--- src/rtl/g_nand.sv ---
// Bitwise NAND leaf cell: combinational result plus a registered copy,
// a one-cycle change pulse and a saturating change counter.
module g_nand #(
  parameter int WIDTH = 1,
  parameter int CNT_W = 8
) (
  input  logic             clk,
  input  logic             rst,
  input  logic [WIDTH-1:0] a,
  input  logic [WIDTH-1:0] b,
  output logic [WIDTH-1:0] y,
  output logic [WIDTH-1:0] y_q,
  output logic             y_chg,
  output logic [CNT_W-1:0] chg_cnt
);

  // Counter increments by one when enabled and sticks at all ones.
  function automatic logic [CNT_W-1:0] sat_inc(input logic [CNT_W-1:0] v,
                                               input logic             en);
    if (en && (v != {CNT_W{1'b1}}))
      return v + CNT_W'(1);
    return v;
  endfunction

  logic chg_p0;

  // Stage p0: combinational NAND, independent of clk/rst
  assign y      = ~(a & b);
  assign chg_p0 = (y != y_q);

  // Stage p1: observation registers; reset wins over capture and increment
  always_ff @(posedge clk) begin
    if (rst) begin
      y_q     <= '1;
      y_chg   <= 1'b0;
      chg_cnt <= '0;
    end else begin
      y_q     <= y;
      y_chg   <= chg_p0;
      chg_cnt <= sat_inc(chg_cnt, chg_p0);
    end
  end

endmodule

--- config.mk ---
export PLATFORM = sky130hd
export DESIGN_NAME = g_nand
export DESIGN_NICKNAME = d
export VERILOG_FILES = /design/src/rtl/g_nand.sv
export SDC_FILE = /design/constraint.sdc
export NUM_CORES = 1
export LEC_CHECK = 0
export ABC_AREA = 1
export CAP_MARGIN = 20
export CORE_AREA = 2 2 39 41
export CTS_CLUSTER_DIAMETER = 100
export DETAILED_ROUTE_END_ITERATION = 16
export DIE_AREA = 0 0 41 43
export GPL_TIMING_DRIVEN = 0
export PLACE_DENSITY = 0.72
export SKIP_LAST_GASP = 1
export SYNTH_ARGS = -nofsm -noshare
export SYNTH_HDL_FRONTEND = slang
export SYNTH_SLANG_ARGS = --single-unit
--- constraint.sdc ---
create_clock -name clk -period 2.7 [get_ports clk]
set_clock_uncertainty 0.05 [all_clocks]
set_input_delay 0.27 -clock clk [delete_from_list [all_inputs] [get_ports clk]]
set_output_delay 0.27 -clock clk [all_outputs]
set_load 0.02 [all_outputs]
After elaboration in Yosys (flattened, before gate mapping). Cells that the tools add are included. W data, S select, Z words.

Register bits: 10. Latch bits: 0. RAM bits: 0. Memory bits (read-only): 0. Bits of input ports: 4. Output and inout bits: 11. Logic and storage cells: 12. Memories: 0.

Add/sub/neg operators: 1. $mul: 0. Div/mod/pow operators: 0. $lt $le $gt $ge: 0. Eq/ne operators: 2. Shifts and indexed selects: 0. Muxes and demuxes: 3. Bitwise operators: 2. Reductions and logical operators: 1.

Operator list (count): $add A8 B1 Y8 const B (1); $mux W8 (1); $ne A8 B8 Y1 const B (1); $mux W1 (2); $and A1 B1 Y1 (1); $logic_and A1 B1 Y1 (1); $ne A1 B1 Y1 (1); $not A1 Y1 (1).

Longest topological paths before layout.
Word-level depth: 6. Gate-level depth with buffers: 8. Depth with buffers taken out: 8.

Worst setup path after synthesis. No wires, ideal clock.

Path kind: flip-flop to flip-flop. From: register chg_cnt[0]. To: register chg_cnt[1]. Library setup time: 0.116 ns. Data arrival time: 1.252 ns. Data required time: 2.534 ns. Slack: 1.282 ns. Stages on the path, launching flop included: 9. Buffers on the path: 0. Clock period less this slack: 1.418 ns. Cell sequence: dfxtp_1 -> ha_1 -> inv_1 -> nor2_4 -> nand2_4 -> nand2_4 -> inv_1 -> nor2_1 -> nor2_1.

Word-level cells in the longest chain between the ends: 4. Elaborated cells on any way between the ends: 6. Classes of those cells: add/sub: 1; eq/ne: 1; mux: 3; reduce/logical: 1.

Ends and longest elaborated chain: start, declared (RTL line 14) `output logic [CNT_W-1:0] chg_cnt`; start signal, assigned (RTL line 40) `chg_cnt <= sat_inc(chg_cnt, chg_p0);`; parallel branches: the longest is 4 deep, another holds $add A8 B1 Y8.

Parallel ways; which one is timed is not known. The select of a mux whose other input is x is not followed. A chain may end at the register's enable or synchronous reset.

Final worst setup path.
From: input a. To: output y.

Word-level cells in the longest chain between the ends: 2.

Ends and longest elaborated chain: start, declared (RTL line 9) `input logic [WIDTH-1:0] a,`; $and A1 B1 Y1 (RTL line 28) `assign y = ~(a & b);`; $not A1 Y1 (RTL line 28); end, declared (RTL line 11) `output logic [WIDTH-1:0] y,`.

No other way between the ends.

==> flow_summary.yaml <==
synth:
  yosysSeqAreaShare_pct: 35.5
  yosys_warnings: 0
  synthesis.nets: 86
  syn_inst: 81
  synth_area_um2: 564
  ys_ff_latch: 10
  synth_cell_types: 18
  syn_area_per_cell_um2: 6.97
  synth_top_area_cell: "dfxtp_1"
  synth_top_area_share_pct: 35.5
  async_flop_share_pct: 0
  synth_edf_count: 0
  synth_flop_cell: "dfxtp_1"
  synth_area_leaders: "dfxtp_1 35%, nand2_1 12%, inv_1 8.6%"
  yosysMostFrequentCell: "nand2_1"
  synth_commonest_cells: "18 x nand2_1, 13 x inv_1, 11 x nor2_1, 10 x dfxtp_1, 8 x nand3_1"
critical_path:
  crit_path_start_kind: "input port"
  critPathRequiredTime_ns: 2.38
  crit_type: "input port to primary output"
  arrival_ns: 1.43
  path_max_fanout: 3
  end_kind: "primary output"
clock_network:
  clock_latency_ns: 0.27
  clk_root_buffer_cell: "clkbuf_4"
  cts_max_level: 1
  cts_buffers: 3
  post_cts_resized: 0
  clk_pin_slew_ns: 0.07
  cts_buffer_depth: 2
  cts_tree: "built"
  postCtsHoldBufs: 0
  clock_sinks: 10
  cts_setup_buffers: 0
floorplanning:
  die_area_um2: 1760
  die_w_um: 41
  core.rowCount: 14
  start_util_pct: 40.8
  die_h_um: 43
  core_area_um2: 1380
  top_level_ports: 15
cells_and_area:
  nFillCells: 138
  diodes: 0
  drive_gt1_share_pct: 12.1
  area_delta_synth_final_pct: 34.8
  nNetsFinal: 105
  stdcell_count: 115
sta:
  rsz0062_at_grt: "false"
  period_minus_slack_ns: 1.75
  hold_viol: 0
  tightest_slew_ns: 0.297
  period_share_pct: 64.9
  finalSetupTns_ns: 0
  clock.fmax_ghz: 0.571
  setup_viol: 0
  slew_viol_final: 0
  relSlewSlack_pct: 80.0
global_routing:
  grt_start_max_net_pins: 11
  grt_first_pass_wirelength_um: 2140
  overflow: 0
  track_usage_pct: 18.2
  antenna_found_initial: 0
  grt_pass1_vias: 521
placement:
  finalWeightedCongestion: 0.788
  port_buffers: 14
  dp.cells: 111
  dp_hpwl_um: 864
routing:
  ant_nets: 0
  routed_wl_um: 1180
  vias: 584
  drtIter0Drc: 23
  drt_first_pass_iters: 4
  wl_per_cell_um: 10.2
  drc: 0
  viasPerCell: 5.08
power:
  leakage_nw: 0.334
  peakVddDrop_v: 0.000298
  power_density_nw_per_um2: 451
min_path:
  hold_path_class: "flop to flop"
status:
  status: "completed"
job:
  max_cap_violations: 0
[final cells by class]
| cell class | count | area (um^2) | area share [%] |
|---|---|---|---|
| clock buffer | 4 | 36.3 | 4.77 |
| sequential | 10 | 200 | 26.3 |
| buffer | 1 | 11.3 | 1.48 |
| multi-input combinational | 57 | 304 | 40.0 |
| timing repair buffer | 14 | 140 | 18.4 |
| tap | 16 | 20.0 | 2.63 |
| inverter | 13 | 48.8 | 6.41 |
[registers in the layout (all words and copies together) (netlist names)]
register and flops:
y_q 1, y_chg 1, chg_cnt 8
[critical path: stages]
cell	delay [ns]
clkdlybuf4s50_1	0.44
nand2_1	0.11
clkdlybuf4s50_1	0.61
[cells in the final DEF, fill, tap and decap left out, types with 2 or more instances in the layout]
| cell type | count |
|---|---|
| clkbuf_4 | 3 |
| nor2_1 | 11 |
| nand2_1 | 18 |
| inv_1 | 13 |
| nor2_4 | 2 |
| nand4_1 | 4 |
| dfxtp_1 | 10 |
| clkdlybuf4s50_1 | 14 |
| a21oi_1 | 3 |
| nand3_1 | 8 |
| nand2_4 | 3 |
[stage by stage]
step / hold slack, ns / setup slack (ns) / cell area [um^2] / power, mW / util (%)
floorplan: 0.282 / 1.28 / 564 / 0.186 / -
global placement: 0.477 / 0.974 / 724 / 0.206 / 52.4
detailed placement: 0.490 / 0.952 / 724 / 0.207 / 52.4
CTS: 0.500 / 0.942 / 761 / 0.344 / 55.0
global route: 0.540 / 0.887 / 761 / 0.360 / 55.0
finish: 0.499 / 0.949 / 761 / 0.343 / 55.0
[where the power goes]
| part | total (mW) | leakage [nW] | internal (mW) | switching (mW) |
|---|---|---|---|---|
| registers | 0.157 | 0.0813 | 0.152 | 0.00480 |
| logic | 0.0471 | 0.231 | 0.0214 | 0.0258 |
| clock network | 0.140 | 0.0210 | 0.0820 | 0.0576 |
[routing by layer]
| metal | track usage, % | part of all wire, % | up-vias |
|---|---|---|---|
| met2 | 25.0 | 47 | 25 |
| met4 | 14.0 | 2.6 | 0 |
| met3 | 5.24 | 7.9 | 4 |
| met1 | 22.5 | 43 | 262 |
| met5 | 0 | 0 | - |
| li1 | - | - | 293 |
[cells by family after synthesis]
group | Yosys count | synth area share [%]
AO/OA/AOI/OAI | 6 | 5.98
XOR/XNOR | 1 | 1.55
adder cells (fa/ha/maj) | 1 | 2.22
buffers and inverters | 14 | 10.6
flip-flops | 10 | 35.5
AND/OR/NAND/NOR | 49 | 44.1
[path summary, 6_finish.rpt]
check                                 from          to  slack (ns)  cells after the start
worst max-delay path                     a           y        0.95                      3
worst min-delay path            chg_cnt[6]  chg_cnt[6]        0.50                      2
worst max register to register  chg_cnt[0]  chg_cnt[1]        1.29                      8
worst min register to register  chg_cnt[6]  chg_cnt[6]        0.50                      2
Power figures use the tool's default switching activity.
